===== config.mk =====
export PLATFORM = sky130hd
export DESIGN_NAME = taxi_mac_pause_ctrl_tx
export DESIGN_NICKNAME = d
export VERILOG_FILES = /design/src/rtl/taxi_mac_pause_ctrl_tx.sv
export SDC_FILE = /design/constraint.sdc
export NUM_CORES = 1
export LEC_CHECK = 0
export CAP_MARGIN = 20
export CORE_AREA = 8 8 159 161
export CTS_CLUSTER_DIAMETER = 40
export CTS_CLUSTER_SIZE = 28
export DETAILED_ROUTE_END_ITERATION = 16
export DIE_AREA = 0 0 167 169
export PLACE_DENSITY = 0.85
export REMOVE_ABC_BUFFERS = 1
export SLEW_MARGIN = 15
export SYNTH_ARGS = -nofsm -noshare
export SYNTH_HDL_FRONTEND = slang
export SYNTH_SLANG_ARGS = --single-unit

===== constraint.sdc =====
create_clock -name clk -period 16.87 [get_ports clk]
set_input_delay 1.687 -clock clk [delete_from_list [all_inputs] [get_ports clk]]
set_output_delay 1.687 -clock clk [all_outputs]
set_load 0.02 [all_outputs]

===== src/rtl/taxi_mac_pause_ctrl_tx.sv =====
// Transmit LFC/PFC pause generator: turns level pause requests into
// MAC control frame requests, with periodic XOFF refresh.
module taxi_mac_pause_ctrl_tx #(
  parameter int MCF_PARAMS_SIZE = 18,
  parameter bit PFC_EN = 1'b1
) (
  input  logic                         clk,
  input  logic                         rst,
  output logic                         mcf_valid,
  input  logic                         mcf_ready,
  output logic [15:0]                  mcf_opcode,
  output logic [MCF_PARAMS_SIZE*8-1:0] mcf_params,
  input  logic                         tx_lfc_req,
  input  logic [7:0]                   tx_pfc_req,
  input  logic [15:0]                  cfg_tx_lfc_opcode,
  input  logic                         cfg_tx_lfc_en,
  input  logic [15:0]                  cfg_tx_lfc_quanta,
  input  logic [15:0]                  cfg_tx_lfc_refresh,
  input  logic [15:0]                  cfg_tx_pfc_opcode,
  input  logic                         cfg_tx_pfc_en,
  input  logic [15:0]                  cfg_tx_pfc_quanta,
  input  logic [15:0]                  cfg_tx_pfc_refresh,
  input  logic [9:0]                   cfg_quanta_step,
  input  logic                         cfg_quanta_clk_en,
  output logic                         stat_tx_lfc_pkt,
  output logic                         stat_tx_lfc_xon,
  output logic                         stat_tx_lfc_xoff,
  output logic                         stat_tx_lfc_paused,
  output logic                         stat_tx_pfc_pkt,
  output logic [7:0]                   stat_tx_pfc_xon,
  output logic [7:0]                   stat_tx_pfc_xoff,
  output logic [7:0]                   stat_tx_pfc_paused
);

  localparam int PW = MCF_PARAMS_SIZE * 8;
  localparam int PB = (PW > 144) ? PW : 144;

  if (MCF_PARAMS_SIZE < (PFC_EN ? 18 : 2)) begin : g_size_chk
    $fatal(1, "MCF_PARAMS_SIZE too small for selected mode");
  end

  typedef enum logic [0:0] {IDLE, SEND} state_t;

  state_t      state;
  logic        lfc_eff;
  logic        lfc_sent;
  logic        lfc_snap;
  logic        lfc_qnz;
  logic [7:0]  pfc_eff;
  logic [7:0]  pfc_sent;
  logic [7:0]  pfc_snap;
  logic [7:0]  pfc_ev_r;
  logic        pfc_qnz;
  logic        sel_pfc;
  logic [7:0]  qfrac;
  logic [1:0]  quanta_inc;
  logic [15:0] lfc_cnt;
  logic [15:0] pfc_cnt;

  logic [9:0]    qsum;
  logic [16:0]   lfc_sum;
  logic [16:0]   pfc_sum;
  logic          lfc_due;
  logic          pfc_due;
  logic          lfc_pend;
  logic          pfc_pend;
  logic [15:0]   lfc_q;
  logic [7:0]    pfc_ev;
  logic [PW-1:0] lfc_params;
  logic [PB-1:0] pfc_wide;

  assign qsum    = {2'b00, qfrac} + cfg_quanta_step;
  assign lfc_sum = {1'b0, lfc_cnt} + {15'd0, quanta_inc};
  assign pfc_sum = {1'b0, pfc_cnt} + {15'd0, quanta_inc};

  assign lfc_due = (cfg_tx_lfc_refresh != 16'd0)
                && (lfc_cnt >= cfg_tx_lfc_refresh);
  assign pfc_due = (cfg_tx_pfc_refresh != 16'd0)
                && (pfc_cnt >= cfg_tx_pfc_refresh);

  assign lfc_pend = (lfc_eff != lfc_sent) || lfc_due;
  assign pfc_pend = PFC_EN && ((pfc_eff != pfc_sent) || pfc_due);

  assign stat_tx_lfc_paused = lfc_sent;
  assign stat_tx_pfc_paused = pfc_sent;

  always_comb begin
    lfc_params = '0;
    lfc_q = lfc_eff ? cfg_tx_lfc_quanta : 16'd0;
    lfc_params[7:0]  = lfc_q[15:8];
    lfc_params[15:8] = lfc_q[7:0];
  end

  // Classes that are XOFF now or are leaving XOFF get their enable bit.
  always_comb begin
    pfc_wide = '0;
    pfc_ev = pfc_eff | (pfc_eff ^ pfc_sent);
    pfc_wide[15:8] = pfc_ev;
    for (int k = 0; k < 8; k++) begin
      if (pfc_eff[k]) begin
        pfc_wide[(2+2*k)*8 +: 8] = cfg_tx_pfc_quanta[15:8];
        pfc_wide[(3+2*k)*8 +: 8] = cfg_tx_pfc_quanta[7:0];
      end
    end
  end

  always_ff @(posedge clk or posedge rst) begin
    if (rst) begin
      state            <= IDLE;
      mcf_valid        <= 1'b0;
      mcf_opcode       <= 16'd0;
      mcf_params       <= '0;
      lfc_eff          <= 1'b0;
      lfc_sent         <= 1'b0;
      lfc_snap         <= 1'b0;
      lfc_qnz          <= 1'b0;
      pfc_eff          <= 8'd0;
      pfc_sent         <= 8'd0;
      pfc_snap         <= 8'd0;
      pfc_ev_r         <= 8'd0;
      pfc_qnz          <= 1'b0;
      sel_pfc          <= 1'b0;
      qfrac            <= 8'd0;
      quanta_inc       <= 2'd0;
      lfc_cnt          <= 16'd0;
      pfc_cnt          <= 16'd0;
      stat_tx_lfc_pkt  <= 1'b0;
      stat_tx_lfc_xon  <= 1'b0;
      stat_tx_lfc_xoff <= 1'b0;
      stat_tx_pfc_pkt  <= 1'b0;
      stat_tx_pfc_xon  <= 8'd0;
      stat_tx_pfc_xoff <= 8'd0;
    end else begin
      lfc_eff <= tx_lfc_req && cfg_tx_lfc_en;
      pfc_eff <= PFC_EN ? (tx_pfc_req & {8{cfg_tx_pfc_en}}) : 8'd0;

      if (cfg_quanta_clk_en) begin
        qfrac      <= qsum[7:0];
        quanta_inc <= qsum[9:8];
      end else begin
        quanta_inc <= 2'd0;
      end

      stat_tx_lfc_pkt  <= 1'b0;
      stat_tx_lfc_xon  <= 1'b0;
      stat_tx_lfc_xoff <= 1'b0;
      stat_tx_pfc_pkt  <= 1'b0;
      stat_tx_pfc_xon  <= 8'd0;
      stat_tx_pfc_xoff <= 8'd0;

      if (lfc_sent)
        lfc_cnt <= lfc_sum[16] ? 16'hFFFF : lfc_sum[15:0];
      if (|pfc_sent)
        pfc_cnt <= pfc_sum[16] ? 16'hFFFF : pfc_sum[15:0];

      unique case (state)
        IDLE: begin
          if (lfc_pend) begin
            sel_pfc    <= 1'b0;
            lfc_snap   <= lfc_eff;
            lfc_qnz    <= lfc_eff && (cfg_tx_lfc_quanta != 16'd0);
            mcf_opcode <= cfg_tx_lfc_opcode;
            mcf_params <= lfc_params;
            mcf_valid  <= 1'b1;
            state      <= SEND;
          end else if (pfc_pend) begin
            sel_pfc    <= 1'b1;
            pfc_snap   <= pfc_eff;
            pfc_ev_r   <= pfc_ev;
            pfc_qnz    <= cfg_tx_pfc_quanta != 16'd0;
            mcf_opcode <= cfg_tx_pfc_opcode;
            mcf_params <= pfc_wide[PW-1:0];
            mcf_valid  <= 1'b1;
            state      <= SEND;
          end
        end
        SEND: begin
          if (mcf_ready) begin
            mcf_valid <= 1'b0;
            state     <= IDLE;
            if (sel_pfc) begin
              pfc_sent         <= pfc_snap;
              pfc_cnt          <= 16'd0;
              stat_tx_pfc_pkt  <= 1'b1;
              stat_tx_pfc_xoff <= pfc_ev_r & pfc_snap & {8{pfc_qnz}};
              stat_tx_pfc_xon  <= pfc_ev_r & ~(pfc_snap & {8{pfc_qnz}});
            end else begin
              lfc_sent         <= lfc_snap;
              lfc_cnt          <= 16'd0;
              stat_tx_lfc_pkt  <= 1'b1;
              stat_tx_lfc_xoff <= lfc_qnz;
              stat_tx_lfc_xon  <= ~lfc_qnz;
            end
          end
        end
        default: state <= IDLE;
      endcase
    end
  end

endmodule

# Word-level counts from Yosys, hierarchy flattened

Index checks and enable logic that the tools add are counted.

Flip-flop bits (word level): 262
Input bits: 121
Logic and storage cells: 114

Add/sub/neg operators: 3
Magnitude comparators: 2
Equality and inequality tests: 4
Multiplexer cells: 51
Bitwise gates (word level): 12
Reductions and logical operators: 18

Operator list:

| kind                 | number |
|---|---|
| $mux W16             | 21 |
| $mux W144            | 2 |
| $reduce_bool A16 Y1  | 4 |
| $mux W8              | 6 |
| $and A8 B8 Y8        | 5 |
| $add A16 B2 Y17      | 2 |
| $ge A16 B16 Y1       | 2 |
| $mux W1              | 19 |
| $add A8 B10 Y10      | 1 |
| $reduce_and A3 Y1    | 3 |
| $ne A8 B8 Y1         | 1 |
| $not A8 Y8           | 1 |
| $or A8 B8 Y8         | 1 |
| $reduce_or A8 Y1     | 1 |
| $xor A8 B8 Y8        | 1 |
| $reduce_and A2 Y1    | 3 |
| $logic_and A1 B1 Y1  | 4 |
| $not A1 Y1           | 4 |
| $pmux W1 S2          | 2 |
| $ne A3 B3 Y1 const B | 1 |
| $logic_or A1 B1 Y1   | 2 |
| $mux W2              | 1 |
| $ne A2 B2 Y1 const B | 1 |
| $reduce_bool A2 Y1   | 1 |
| $ne A1 B1 Y1         | 1 |

# Logic depth before layout (Yosys ltp)

Depth in word-level cells: 6
Gate-level depth with buffers: 13
Mapped depth without buffers: 9

# Worst setup path before layout

No wires, ideal clock.

Kind: input to register
From: input port cfg_tx_lfc_refresh[7]
To: register pfc_snap[0]
Library setup time: 0.125 ns
Data arrival time: 3.716 ns
Data required time: 16.745 ns
Path slack: 13.029 ns
Cell stages on the path: 9
Path buffers: 1
Cells stage by stage: inv_1 ha_1 a21oi_1 a211oi_1 nor4_2 o211ai_1 a2111oi_4 buf_2 mux2_2

Cells in the longest elaborated chain, start to end: 5

RTL lines:

| element                                                      | RTL line | source |
|---|---|---|
| start, declared                                              | 18       | `input logic [15:0] cfg_tx_lfc_refresh,` |
| $ge A16 B16 Y1 / $reduce_bool A16 Y1 (equally long branches) | 77, 76   |  |
| $logic_and A1 B1 Y1 *                                        | 77       | `&& (lfc_cnt >= cfg_tx_lfc_refresh);` |
| $logic_or A1 B1 Y1 *                                         | 81       | `assign lfc_pend = (lfc_eff != lfc_sent) \|\| lfc_due;` |
| $not A1 Y1 (no source line) *                                | --       |  |
| $reduce_and A3 Y1 (no source line) *                         | --       |  |
| end signal, assigned                                         | 168      | `pfc_snap <= pfc_eff;` |
| end, declared                                                | 51       | `logic [7:0] pfc_snap;` |

Mark *: on every way between the ends. The rest lies on a longest branch, timed or not.
A chain may end at the register's enable or synchronous reset.

# Worst setup path in the final report

From: input port cfg_tx_lfc_refresh[13]
To: register mcf_opcode[5]

Cells in the longest elaborated chain, start to end: 5

RTL lines:

| element                                                      | RTL line | source |
|---|---|---|
| $ge A16 B16 Y1 / $reduce_bool A16 Y1 (equally long branches) | 77, 76   |  |
| $logic_and A1 B1 Y1 *                                        | 77       |  |
| $logic_or A1 B1 Y1 *                                         | 81       |  |
| $reduce_bool A2 Y1 (no source line)                          | --       |  |
| $reduce_and A2 Y1 (no source line)                           | --       |  |
| end signal, assigned                                         | 162      | `mcf_opcode <= cfg_tx_lfc_opcode;` |
| end signal, assigned                                         | 171      | `mcf_opcode <= cfg_tx_pfc_opcode;` |
| end, declared                                                | 11       | `output logic [15:0] mcf_opcode,` |

Marks and branches as above.

==> metrics.csv <==
stage,metric,value,unit
synth,yosys_warnings,0,
clock_tree,clk_pin_slew_worst_paths,0.05,ns
power_and_ir_drop,power.density,155,nW/um^2
sta,hold_violations,0,
synth,ys_seq_elements,262,
global_route,grt_pass1_vias,10300,
global_route,grt_pass1_wl,59700,um
routing,dr.pass1.iters,6,
worst_setup_path,arrival,5.96,ns
worst_setup_path,endpoint_kind,flop,
global_route,grt_use_total,0.265,
routing,drc,0,
worst_setup_path,required,17.29,ns
die,die_x,167,um
sta,hold_ws,0.481,ns
sta,max_slew.worst_pin.slew,1.01,ns
clock_tree,cts.sinks,262,
clock_tree,cts_tree,built,
die,io_pins,311,
routing,num_vias,9917,
synth,synth_cells,1001,
worst_setup_path,cp_cell_sequence,"clkdlybuf4s50_1, inv_1, ha_1, a211oi_1, nor2_1, nor4_2, o211a_1, o32a_2, buf_4, buf_4, a221o_1",
outcome,status,"finished, final reports clean",
synth,synthDistinctLibCells,54,
worst_setup_path,start_kind,input port,
clock_tree,root_buffer,clkbuf_16,
synth,synth_top_family_by_area,compound AO/OA/AOI/OAI gates,
synth,async_flop_share,1.00,
die,core-area,22900,sq um
sta,timing.fmax,181,MHz
routing,detail-route-antenna-nets,0,
global_route,grt_max_degree,112,
layout,instances_no_fill,1591,
layout,diodes,0,
global_route,antenna_found_initial,0,
sta,fin_crit,5.54,ns
layout,syn2layout_area_growth,37.1,%
clock_tree,clk_path_buf_depth,3,
power_and_ir_drop,p_sw,0.890,mW
synth,avgSynthCellArea,11.8,sq um
power_and_ir_drop,seqPwrFrac,0.351,
worst_setup_path,path_max_fanout,87,
sta,tns,0,ns
power_and_ir_drop,share_comb_of_total_power,0.345,
die,fp-row-count,56,
routing,wire_per_inst,24.0,um
global_route,overflow,0,
die,start_util,0.517,
clock_tree,ctsHoldBuffers,0,
synth,ys_seq_area_frac,0.554,
sta,rsz0062_at_grt,false,
sta,period_share,0.328,
synth,syn_area,11800,sq um
die,dieArea,28200,sq um
clock_tree,cts_buffers,36,
place,hpwl,25700,um
power_and_ir_drop,leakage,7.22,nW
power_and_ir_drop,peakVddDrop,0.122,mV
sta,final.setup_skew,0.0371,ns
place,port-buffer-count,310,
run,maxCapViolations,0,
place,place_congestion,0.890,
worst_hold_path,worst_hold_path_type,reg2reg,
layout,drive_gt1_frac,0.0723,
sta,slew_violations,0,
power_and_ir_drop,pwr-share-clk,0.303,
layout,post-route-util,0.709,
die,dieHeight,169,um
layout,layout.nets,1451,
power_and_ir_drop,swShare,0.353,
clock_tree,clk_latency,0.52,ns
clock_tree,cts_resized,0,
clock_tree,cts_setup_buffers,0,
clock_tree,cts_max_level,2,
power_and_ir_drop,finalPower,2.52,mW
synth,yosys.area_share.simple,0.0939,
routing,routed_wl,38200,um
routing,drt_iter0_markers,764,
synth,synth_mux_area_frac,0.0254,
worst_setup_path,cp_top_family,buffers and inverters,
synth,synthAdderAreaFrac,0.0600,
sta,setup_viol,0,
synth,ys.flop_type,dfrtp_1,
worst_setup_path,path_class,in2reg,
worst_setup_path,cp_num_buf_inv,4,
synth,synth_edf_count,0,
routing,routed_via_density,6.23,
synth,synth-compound-area-share,0.192,
worst_setup_path,crit_top_cell,buf_4,
sta,slew_headroom,0.324,
synth,synth_xor_area_frac,0.0155,
worst_setup_path,slowest_stage,o211a_1,
worst_setup_path,max_stage_delay,0.87,ns
power_and_ir_drop,p_int,1.63,mW
place,dp_cells,1527,
==> cell families after synthesis <==
group,count (synthesis)
multiplexers,28
flip-flops,262
XOR/XNOR,21
AO/OA/AOI/OAI,264
buffers and inverters,172
adder cells (fa/ha/maj),55
AND/OR/NAND/NOR,199
==> power by group through the flow <==
stage / registers, mW / clock network (mW) / logic (mW)
after CTS: 0.882 / 0.777 / 0.873
after global routing: 0.902 / 0.804 / 0.935
after global placement: 0.882 / 0 / 0.843
after detailed placement: 0.887 / 0 / 0.863
after floorplan: 0.984 / 0 / 0.370
final: 0.886 / 0.765 / 0.871
==> area by class of cell <==
type / instances / area (sq um)
Sequential cell: 262 / 6560
Clock buffer: 46 / 990
Inverter: 87 / 334
Multi-Input combinational cell: 567 / 4580
Timing Repair Buffer: 321 / 3190
Clock inverter: 18 / 228
Fill cell: 1587 / 6670
Tap cell: 290 / 363
==> flip-flops by register name, indices dropped and copies added (netlist names) <==
register / cells
mcf_params: 144
lfc_cnt: 16
mcf_opcode: 16
pfc_cnt: 16
pfc_eff: 8
pfc_ev_r: 8
pfc_snap: 8
qfrac: 8
stat_tx_pfc_paused: 8
stat_tx_pfc_xoff: 8
stat_tx_pfc_xon: 8
quanta_inc: 2
lfc_eff: 1
lfc_qnz: 1
lfc_snap: 1
mcf_valid: 1
pfc_qnz: 1
sel_pfc: 1
stat_tx_lfc_paused: 1
stat_tx_lfc_pkt: 1
stat_tx_lfc_xoff: 1
stat_tx_lfc_xon: 1
stat_tx_pfc_pkt: 1
state: 1
==> worst register-to-register path: stages, from the launching register on <==
cell and delay (ns):
dfrtp_1 0.89, inv_1 0.12, ha_1 0.29, nor4_1 0.57, nand3_1 0.22, a211o_1 0.28, a21oi_1 0.41, o32a_2 0.23
buf_4 0.61, buf_4 0.85, a221o_1 0.30
==> metrics by stage <==
| step | instance area [sq um] | setup WS (ns) |
|---|---|---|
| final | 16200 | 11.33 |
| after global routing | 16200 | 11.01 |
| after CTS | 16200 | 11.36 |
| after detailed placement | 15000 | 10.87 |
| after global placement | 15000 | 10.93 |
| after floorplan | 11500 | 7.97 |
==> synthesized netlist by cell type (8+ instances only) <==
library cell  count  area, sq um
nor2_1           24         90.1
buf_2            16         80.1
nand3_1          19         95.1
mux2_2           16          180
nor4_1           22          138
a221o_1          24          240
buf_1            12         45.0
inv_1            86          323
xnor2_1          13          114
ha_1             52          651
a211oi_1          9         67.6
o21ai_0          25          125
and2_1           12         75.1
clkbuf_1         45          169
xor2_1            8         70.1
nor3b_1          18          135
nor3_1           14         70.1
a22o_1            8         70.1
mux2i_1          12          120
dfrtp_1         262         6560
buf_4            12         90.1
nand2_1          37          139
a32o_1          128         1280
a21oi_1          34          170
nand4_1          13         81.3
and3_1           16          100
==> final timing paths <==
kind	start	cells past startpoint	slack [ns]	to
setup / recovery	cfg_tx_lfc_refresh[13]	11	11.33	mcf_opcode[5]
hold / removal	qfrac[4]	1	0.48	qfrac[4]
setup reg to reg	pfc_eff[4]	10	12.00	mcf_opcode[5]
hold reg to reg	qfrac[4]	1	0.48	qfrac[4]
max in group asynchronous	rst	4	13.11	mcf_params[134]
min in group asynchronous	rst	2	1.71	qfrac[0]
==> metal layers <==
layer | GRT usage | vias to the layer above | wire length, um
met5 | 0 | - | 0
met3 | 0.0883 | 81 | 3780
li1 | - | 4307 | -
met2 | 0.432 | 506 | 18400
met1 | 0.324 | 5023 | 14800
met4 | 0.102 | 0 | 1250
==> placed cells by master, fill, tap and decap left out, types with 19 or more instances in the layout <==
| master | n |
|---|---|
| clkdlybuf4s50_1 | 310 |
| dfrtp_1 | 262 |
| a32o_1 | 128 |
| inv_1 | 85 |
| ha_1 | 52 |
| nand2_1 | 37 |
| clkbuf_16 | 37 |
| a21oi_1 | 34 |
| o21ai_0 | 25 |
| nor2_1 | 24 |
| a221o_1 | 24 |
| nor4_1 | 22 |
| nand3_1 | 19 |
No activity file was read; power rests on OpenSTA's default activity.
